`config.mk`:
```
export PLATFORM = sky130hd
export DESIGN_NAME = tetris_board_flat
export DESIGN_NICKNAME = d
export VERILOG_FILES = /design/src/rtl/tetris_board_if.sv /design/src/rtl/tetris_board.sv /design/src/flat_wrapper.sv
export SDC_FILE = /design/constraint.sdc
export NUM_CORES = 2
export LEC_CHECK = 0
export ABC_AREA = 1
export CAP_MARGIN = 20
export CORE_UTILIZATION = 35
export CTS_CLUSTER_DIAMETER = 150
export DETAILED_ROUTE_END_ITERATION = 12
export HOLD_SLACK_MARGIN = 0.1
export SYNTH_ARGS = -nofsm -noshare
export SYNTH_HDL_FRONTEND = slang
export SYNTH_SLANG_ARGS = --single-unit
```
`constraint.sdc`:
```
create_clock -name clk -period 11.9 [get_ports clk]
set_input_delay 1.785 -clock clk [delete_from_list [all_inputs] [get_ports clk]]
set_output_delay 1.785 -clock clk [all_outputs]
set_load 0.02 [all_outputs]
```
`src/rtl/tetris_board_if.sv`:
```
// Bus between a game controller and the tetris_board playfield store:
// display read port, single-cell write handshake, lock handshake and pass status.
interface tetris_board_if;
  // Handshakes: a transfer happens on the rising edge where valid and ready are
  // both high; ready never depends on valid, and a dropped valid is not queued.
  logic [4:0] rd_x;
  logic [4:0] rd_y;
  logic [3:0] rd_kind;
  logic       wr_valid;
  logic       wr_ready;
  logic [4:0] wr_x;
  logic [4:0] wr_y;
  logic [3:0] wr_kind;
  logic       lock_valid;
  logic       lock_ready;
  logic       busy;
  logic       clear_done;
  logic [2:0] lines_cleared;

  modport master (
    output rd_x, rd_y, wr_valid, wr_x, wr_y, wr_kind, lock_valid,
    input  rd_kind, wr_ready, lock_ready, busy, clear_done, lines_cleared
  );

  modport slave (
    input  rd_x, rd_y, wr_valid, wr_x, wr_y, wr_kind, lock_valid,
    output rd_kind, wr_ready, lock_ready, busy, clear_done, lines_cleared
  );
endinterface

```
`src/rtl/tetris_board.sv`:
```
// Tetris playfield store with a bottom-up line-clear engine (IDLE/SCAN/SHIFT/DONE).
// Optional TETRIS_BOARD_CLEAR_ALL_EN adds a one-cycle clear_all input usable in IDLE.
module tetris_board #(
  parameter int BOARD_W = 10,
  parameter int BOARD_H = 20
) (
  input  logic       clk,
  input  logic       reset_n,
`ifdef TETRIS_BOARD_CLEAR_ALL_EN
  input  logic       clear_all,
`endif
  tetris_board_if.slave bus,
  output logic [1:0] state_dbg
);

  typedef enum logic [1:0] {
    IDLE  = 2'd0,
    SCAN  = 2'd1,
    SHIFT = 2'd2,
    DONE  = 2'd3
  } state_t;

  localparam logic [4:0] LAST_ROW = 5'(BOARD_H - 1);

  logic [BOARD_H-1:0][BOARD_W-1:0][3:0] cells_q, cells_d;
  state_t     state_q, state_d;
  logic [4:0] row_q, row_d;
  logic [4:0] shp_q, shp_d;
  logic [2:0] cnt_q, cnt_d;
  logic [2:0] lines_q, lines_d;
  logic [3:0] rd_kind_q, rd_kind_d;
  logic       rdy_q, rdy_d;
  logic       busy_q, busy_d;
  logic       done_q, done_d;
  logic       wipe;
  logic       wr_fire;
  logic       lock_fire;
  logic       row_full;

`ifdef TETRIS_BOARD_CLEAR_ALL_EN
  assign wipe = clear_all;
`else
  assign wipe = 1'b0;
`endif

  // A wipe in IDLE swallows any write or lock offered in the same cycle.
  assign wr_fire   = bus.wr_valid   & (state_q == IDLE) & ~wipe;
  assign lock_fire = bus.lock_valid & (state_q == IDLE) & ~wipe;

  always_comb begin
    cells_d   = cells_q;
    state_d   = state_q;
    row_d     = row_q;
    shp_d     = shp_q;
    cnt_d     = cnt_q;
    lines_d   = lines_q;
    rd_kind_d = '0;
    row_full  = 1'b0;

    // Out-of-range coordinates match no cell, so reads return 0 and writes drop.
    for (int r = 0; r < BOARD_H; r++) begin
      for (int c = 0; c < BOARD_W; c++) begin
        if (5'(r) == bus.rd_y && 5'(c) == bus.rd_x) rd_kind_d = cells_q[r][c];
      end
    end

    for (int r = 0; r < BOARD_H; r++) begin
      if (5'(r) == row_q) begin
        row_full = 1'b1;
        for (int c = 0; c < BOARD_W; c++) begin
          if (cells_q[r][c] == 4'd0) row_full = 1'b0;
        end
      end
    end

    case (state_q)
      IDLE: begin
        if (wipe) begin
          cells_d = '0;
        end
        if (wr_fire) begin
          for (int r = 0; r < BOARD_H; r++) begin
            for (int c = 0; c < BOARD_W; c++) begin
              if (5'(r) == bus.wr_y && 5'(c) == bus.wr_x) cells_d[r][c] = bus.wr_kind;
            end
          end
        end
        if (lock_fire) begin
          state_d = SCAN;
          row_d   = LAST_ROW;
          cnt_d   = '0;
        end
      end
      SCAN: begin
        if (row_full) begin
          cnt_d   = (cnt_q == 3'd7) ? cnt_q : cnt_q + 3'd1;
          shp_d   = row_q;
          state_d = SHIFT;
        end else if (row_q == 5'd0) begin
          state_d = DONE;
        end else begin
          row_d = row_q - 5'd1;
        end
      end
      SHIFT: begin
        for (int r = 1; r < BOARD_H; r++) begin
          if (5'(r) == shp_q) cells_d[r] = cells_q[r-1];
        end
        // Row pointer is left alone so SCAN re-checks the row that just moved down.
        if (shp_q == 5'd0) begin
          cells_d[0] = '0;
          state_d    = SCAN;
        end else begin
          shp_d = shp_q - 5'd1;
        end
      end
      DONE: begin
        state_d = IDLE;
      end
      default: begin
        state_d = IDLE;
      end
    endcase

    rdy_d  = (state_d == IDLE);
    busy_d = (state_d != IDLE);
    done_d = (state_d == DONE);
    if (done_d) lines_d = cnt_d;
  end

  always_ff @(posedge clk) begin
    if (!reset_n) begin
      cells_q   <= '0;
      state_q   <= IDLE;
      row_q     <= '0;
      shp_q     <= '0;
      cnt_q     <= '0;
      lines_q   <= '0;
      rd_kind_q <= '0;
      rdy_q     <= 1'b1;
      busy_q    <= 1'b0;
      done_q    <= 1'b0;
    end else begin
      cells_q   <= cells_d;
      state_q   <= state_d;
      row_q     <= row_d;
      shp_q     <= shp_d;
      cnt_q     <= cnt_d;
      lines_q   <= lines_d;
      rd_kind_q <= rd_kind_d;
      rdy_q     <= rdy_d;
      busy_q    <= busy_d;
      done_q    <= done_d;
    end
  end

  assign bus.rd_kind       = rd_kind_q;
  assign bus.wr_ready      = rdy_q;
  assign bus.lock_ready    = rdy_q;
  assign bus.busy          = busy_q;
  assign bus.clear_done    = done_q;
  assign bus.lines_cleared = lines_q;
  assign state_dbg         = state_q;

endmodule

```
`src/flat_wrapper.sv`:
```
// flat-port wrapper written by rule: the top's interface ports become plain ports
module tetris_board_flat 
#(
  parameter int BOARD_W = 10,
  parameter int BOARD_H = 20
)
  (clk, reset_n, state_dbg, bus_rd_x, bus_rd_y, bus_wr_valid, bus_wr_x, bus_wr_y, bus_wr_kind, bus_lock_valid, bus_rd_kind, bus_wr_ready, bus_lock_ready, bus_busy, bus_clear_done, bus_lines_cleared);
  tetris_board_if bus_i ();
  input  logic clk;
  input  logic reset_n;
  output logic [1:0] state_dbg;
  input wire logic [$bits(bus_i.rd_x)-1:0] bus_rd_x;
  input wire logic [$bits(bus_i.rd_y)-1:0] bus_rd_y;
  input wire logic [$bits(bus_i.wr_valid)-1:0] bus_wr_valid;
  input wire logic [$bits(bus_i.wr_x)-1:0] bus_wr_x;
  input wire logic [$bits(bus_i.wr_y)-1:0] bus_wr_y;
  input wire logic [$bits(bus_i.wr_kind)-1:0] bus_wr_kind;
  input wire logic [$bits(bus_i.lock_valid)-1:0] bus_lock_valid;
  output wire logic [$bits(bus_i.rd_kind)-1:0] bus_rd_kind;
  output wire logic [$bits(bus_i.wr_ready)-1:0] bus_wr_ready;
  output wire logic [$bits(bus_i.lock_ready)-1:0] bus_lock_ready;
  output wire logic [$bits(bus_i.busy)-1:0] bus_busy;
  output wire logic [$bits(bus_i.clear_done)-1:0] bus_clear_done;
  output wire logic [$bits(bus_i.lines_cleared)-1:0] bus_lines_cleared;
  assign bus_i.rd_x = bus_rd_x;
  assign bus_i.rd_y = bus_rd_y;
  assign bus_i.wr_valid = bus_wr_valid;
  assign bus_i.wr_x = bus_wr_x;
  assign bus_i.wr_y = bus_wr_y;
  assign bus_i.wr_kind = bus_wr_kind;
  assign bus_i.lock_valid = bus_lock_valid;
  assign bus_rd_kind = bus_i.rd_kind;
  assign bus_wr_ready = bus_i.wr_ready;
  assign bus_lock_ready = bus_i.lock_ready;
  assign bus_busy = bus_i.busy;
  assign bus_clear_done = bus_i.clear_done;
  assign bus_lines_cleared = bus_i.lines_cleared;
  tetris_board #(.BOARD_W(BOARD_W), .BOARD_H(BOARD_H)) u_core (.clk(clk), .reset_n(reset_n), .bus(bus_i), .state_dbg(state_dbg));
endmodule
```
### Yosys cells after proc, flatten, opt, wreduce, memory -nomap -nowiden

Index checks and enable logic that the tools add are counted.
W data, S select, Z words.

| storage, ports and cells | value |
|---|---|
| flip-flop bits (word level) | 825 |
| input bits | 28 |
| output and inout port bits | 13 |
| logic and storage cells | 2,011 |

| cells by class | value |
|---|---|
| add/sub/neg operators | 3 |
| equal/unequal tests | 325 |
| multiplexer cells | 658 |
| bitwise operators | 2 |
| reductions and logical operators | 814 |

Operators with widths:

| kind | count |
|---|---|
| $mux W4 | 400 |
| $pmux W800 S2 | 1 |
| $reduce_and A4 Y1 | 201 |
| $logic_not A4 Y1 | 200 |
| $mux W40 | 20 |
| $mux W800 | 1 |
| $ne A2 B2 Y1 const B | 203 |
| $logic_and A1 B1 Y1 | 400 |
| $mux W1 | 220 |
| $eq A4 B5 Y1 const A | 36 |
| $eq A3 B5 Y1 const A | 24 |
| $eq A5 B5 Y1 const A | 16 |
| $eq A2 B5 Y1 const A | 12 |
| $ne A2 B1 Y1 const B | 23 |
| $eq A1 B5 Y1 const A | 6 |
| $logic_not A5 Y1 | 6 |
| $mux W5 | 5 |
| $pmux W5 S2 | 2 |
| $sub A5 B1 Y5 const B | 2 |
| $mux W3 | 3 |
| $mux W2 | 4 |
| $pmux W2 S4 | 1 |
| $reduce_bool A2 Y1 | 4 |
| $eq A2 B2 Y1 const B | 3 |
| 7 further kinds | 9 |

### Logic depth before layout (Yosys ltp)

| depth | value |
|---|---|
| word-level depth | 202 |
| mapped depth | 116 |
| gate-level depth less buffers | 116 |

### Worst setup path after synthesis

Ideal clock, no wire load.

| timing path | value |
|---|---|
| path kind | input port to flip-flop |
| start | input bus_rd_x[4] |
| end | register u_core.rd_kind_q[0], in the netlist u_core.bus.rd_kind[0] |
| library setup time | 0.109 ns |
| arrival time | 9.202 ns |
| required time | 11.791 ns |
| path slack | 2.589 ns |
| stages on the path | 105 |
| path buffers | 0 |
| cell sequence | nor2_1 -> nand2_1 -> nor2_1 -> inv_2 -> nor2_2 -> inv_1 -> or2_0 -> nand2_1 -> nand3_1 -> nand2_1 -> nand3_1 -> nand2_1 -> nand3_1 -> nand2_1 -> nand4_1 -> nor2_1 -> nand4_1 -> nand2_1 -> [... 69 more ...] -> nor2_1 -> nand3_1 -> nand2_1 -> nand4_1 -> nor2_1 -> nand4_1 -> nand2_1 -> nand4_1 -> nand2_1 -> nand4_1 -> nand2_1 -> nand4_1 -> nor2_1 -> nand4_1 -> nand2_1 -> nand4_1 -> nand2_1 -> inv_1 |

| between the ends | value |
|---|---|
| word-level cells in the longest chain between the ends | 202 |
| elaborated cells between the ends (all ways) | 410 |
| those cells by class | 9 x eq/ne; 200 x mux; 201 x reduce/logical |

Ends and longest elaborated chain:

| item | line | RTL |
|---|---|---|
| start: declaration | flat_wrapper.sv:12 | `input wire logic [$bits(bus_i.rd_x)-1:0] bus_rd_x;` |
| $logic_not A5 Y1 | tetris_board.sv:63 | `if (5'(r) == bus.rd_y && 5'(c) == bus.rd_x) rd_kind_d = cells_q[r][c];` |
| $logic_and A1 B1 Y1 | tetris_board.sv:63 |  |
| $mux W4 (199 in a row) | tetris_board.sv:63 |  |
| $mux W4 * | tetris_board.sv:63 |  |
| end signal: assignment | tetris_board.sv:150 | `rd_kind_q <= rd_kind_d;` |
| end: declaration | tetris_board.sv:31 | `logic [3:0] rd_kind_q, rd_kind_d;` |

Mark *: on every way between the ends. The rest lies on a longest branch, timed or not.
A chain may end at the register's enable or synchronous reset.

### Worst setup path in the final report

| timing path | value |
|---|---|
| start | input bus_rd_x[3] |
| end | register u_core.rd_kind_q[3], in the netlist u_core.bus.rd_kind[3] |

Same word-level chain as after synthesis.

==> impl_metrics.env <==
export IMPL_run_status="complete, but fails checks"
export IMPL_violations="setup timing"
export IMPL_cts_hold_buffers_added=0
export IMPL_met2WireLength_um=78800
export IMPL_cts_sinks=825
export IMPL_fp_coreArea_um2=120000
export IMPL_initial_core_util_pct=35.3
export IMPL_ys_flop_type="dfxtp_1"
export IMPL_grt_max_degree=299
export IMPL_skew_ns=0.0329
export IMPL_crit_fanout=4
export IMPL_ff2ff_path_depth=106
export IMPL_wl_um=183000
export IMPL_min_to="u_core.row_q[0]$_SDFFE_PN0P_"
export IMPL_final_setup_viol_count=3
export IMPL_syn_cell_area_um2=42300
export IMPL_hold_path_class="reg -> reg"
export IMPL_total_power_mw=8.64
export IMPL_slew_violations=0
export IMPL_grt_pass1_vias=43238
export IMPL_crit_top_cell="nand4_1"
export IMPL_fin_crit_sh_pct=110
export IMPL_dieWidth_um=350
export IMPL_final_cells=7956
export IMPL_grt_usage_pct=28.7
export IMPL_syn_nets=6367
export IMPL_timing_rr_start="u_core.cells_q[11]$_SDFFE_PN0P_"
export IMPL_avgViaCountPerCell=6.02
export IMPL_hold_start="u_core.row_q[0]$_SDFFE_PN0P_"
export IMPL_fill_cells=12710
export IMPL_drive_gt1_share_pct=6.59
export IMPL_cts_path_max_buffers=3
export IMPL_grt_pass1_wl_um=273000
export IMPL_post_drt_wl_per_cell_um=23.0
export IMPL_finalWeightedCongestion=0.960
export IMPL_required_ns=12.48
export IMPL_areaGrowthSynthToFinish_pct=13.8
export IMPL_slowest_delay_ns=0.75
export IMPL_relSlewSlack_pct=16.8
export IMPL_seqCellArea_um2=16500
export IMPL_fin_ws_ns=-1.23
export IMPL_highest_layer="met4"
export IMPL_synth_edf_count=0
export IMPL_first_iter_violations=5807
export IMPL_path_clk_slew_ns=0.06
export IMPL_first_pass_iters=6
export IMPL_synth_warnings=0
export IMPL_arrival_ns=13.70
export IMPL_finalCriticalPeriod_ns=13.13
export IMPL_multi_input_area_um2=23200
export IMPL_synth_cell_types=45
export IMPL_cap_viol_max_count=0
export IMPL_ant_nets=0
export IMPL_synthArstFlopShare_pct=0
export IMPL_cts_tree="done"
export IMPL_dieArea_um2=122000
export IMPL_rr_endpoint="u_core.bus.rd_kind[3]$_SDFF_PN0_"
export IMPL_antennaDiodeCount=0
export IMPL_ys_seq_area_share_pct=39.1
export IMPL_insertion_delay_ns=0.71
export IMPL_final_nets=6313
export IMPL_port_buffers=40
export IMPL_htree_levels=3
export IMPL_ir_drop_mv=0.118
export IMPL_final_util_pct=40.2
export IMPL_synth_seq_cells=825
export IMPL_rrSetupSlack_ns=0.18
export IMPL_cts_root_buf="clkbuf_16"
export IMPL_place_inst=7780
export IMPL_met1_length_um=78300
export IMPL_leakage_nw=17.0
export IMPL_timing_final_hold_violations=0
export IMPL_rows=127
export IMPL_grt_overflow=0
export IMPL_path_class="in -> reg"
export IMPL_worst_pin_slew_ns=1.24
export IMPL_finalSetupTns_ns=-1.82
export IMPL_io_pins=41
export IMPL_syn_mean_instance_area_um2=6.69
export IMPL_hold_depth=1
export IMPL_max_freq_mhz=76.2
export IMPL_cts_buffers=90
export IMPL_cp_start_kind="input port"
export IMPL_drcViolationCount=0
export IMPL_rsz0062_at_grt="yes"
export IMPL_dp_final_hpwl_um=121000
export IMPL_crit_slowest_cell="nor3_1"
export IMPL_setup_worst_path_end_class="flip-flop"
export IMPL_synthCells=6325
export IMPL_met3_length_um=17500
export IMPL_die_h_um=350
export IMPL_p_per_area_nw_per_um2=180
export IMPL_via_count=47883
export IMPL_antenna_found_initial=2
final cells by class:
class	count	share of cell area [%]
multi-input combinational	4776	48.3
sequential	825	34.3
clock buffer	135	5.57
tap	1612	4.19
timing repair buffer	196	3.62
inverter	382	3.03
clock inverter	30	0.973
critical path: cells and delay by family:
kind	cells	cell delay, ns
simple gates	98	11.14
compound gates	1	0.13
buf+inv	6	0.59
state kept, by name, indices dropped and copies added (netlist names), 2 cells and up:
signal / flops
u_core.cells_q: 800
u_core.row_q: 5
u_core.shp_q: 5
u_core.bus.rd_kind: 4
u_core.bus.lines_cleared: 3
u_core.cnt_q: 3
u_core.state_dbg: 2
worst max-delay path by stage:
stage          slack (ns)  cells past startpoint         from                                to
6_report            -1.23                    105  bus_rd_x[3]  u_core.bus.rd_kind[3]$_SDFF_PN0_
5_1_grt             -1.95                    112  bus_rd_x[3]  u_core.bus.rd_kind[3]$_SDFF_PN0_
4_1_cts             -1.30                    113  bus_rd_x[4]  u_core.bus.rd_kind[3]$_SDFF_PN0_
3_5_place_dp        -2.50                    113  bus_rd_y[0]  u_core.bus.rd_kind[3]$_SDFF_PN0_
3_3_place_gp        -2.52                    113  bus_rd_y[0]  u_core.bus.rd_kind[3]$_SDFF_PN0_
2_1_floorplan        2.59                    105  bus_rd_x[4]  u_core.bus.rd_kind[0]$_SDFF_PN0_
where the power goes:
group | leakage (nW) | switching (mW) | internal (mW)
registers | 6.76 | 0.708 | 3.24
logic | 8.74 | 1.13 | 0.538
clock network | 1.54 | 1.26 | 1.76
logic make-up after synthesis:
group,count (synthesis),share of synthesized area (%)
DFF,825,39.1
and+or+nand+nor,1980,20.8
buffers and inverters,724,6.47
adders and majority gates,14,0.414
muxes,1,0.0237
AOI/OAI and AO/OA,2781,33.3
timing repair:
| action | in CTS | in global routing |
|---|---|---|
| gates cloned | 1 | 0 |
| pin swaps | 5 | 130 |
| gates resized for setup | 26 | 56 |
| buffers inserted | 2 | 5 |
| setup endpoints to repair | 3 | 4 |
Yosys cell counts, drive strengths merged (2+ instances only):
cell type | n | area share [%]
a32o | 2 | 0.047
nand4 | 173 | 2.6
nor3 | 25 | 0.32
o22ai | 4 | 0.074
a21oi | 1878 | 22
and3 | 8 | 0.12
o21a | 2 | 0.035
nand3 | 75 | 0.89
or4 | 26 | 0.46
o221ai | 3 | 0.062
inv | 363 | 3.2
nand3b | 2 | 0.035
clkbuf | 330 | 2.9
o32ai | 4 | 0.083
o21ai | 858 | 10
buf | 12 | 0.15
nor4 | 192 | 2.8
a211oi | 3 | 0.053
a31oi | 5 | 0.074
o2111ai | 2 | 0.041
nor2 | 482 | 4.4
o41ai | 16 | 0.33
clkinv | 19 | 0.17
ha | 14 | 0.41
dfxtp | 825 | 39
or2 | 33 | 0.49
nand2 | 949 | 8.4
nor3b | 13 | 0.23
placed cells by master (no fill, tap or decap), drive strengths merged, types with 16 or more instances in the layout:
cell,n
or2,33
clkinv,33
nor3,25
clkbuf,140
nor2,482
nand2,949
nor4,192
or4,26
a21oi,1878
o21ai,858
buf,157
nand4,173
dfxtp,825
nand3,75
o41ai,16
inv,367
clkdlybuf4s50,29
layer usage:
layer  vias up  GRT usage [%]
li1      22180              -
met1     22468           40.1
met2      2764           43.3
met3       471           4.48
met4         0           13.2
met5         -              0
stage by stage:
stage | hold slack (ns) | setup WS [ns] | instance area [um2]
after floorplan | 0.480 | 2.59 | 42300
after global placement | 0.516 | -2.52 | 44600
after detailed placement | 0.526 | -2.50 | 44600
after CTS | 0.538 | -1.30 | 47900
after global routing | 0.565 | -1.95 | 48100
final | 0.543 | -1.23 | 48100
No activity file was read; power rests on OpenSTA's default activity.
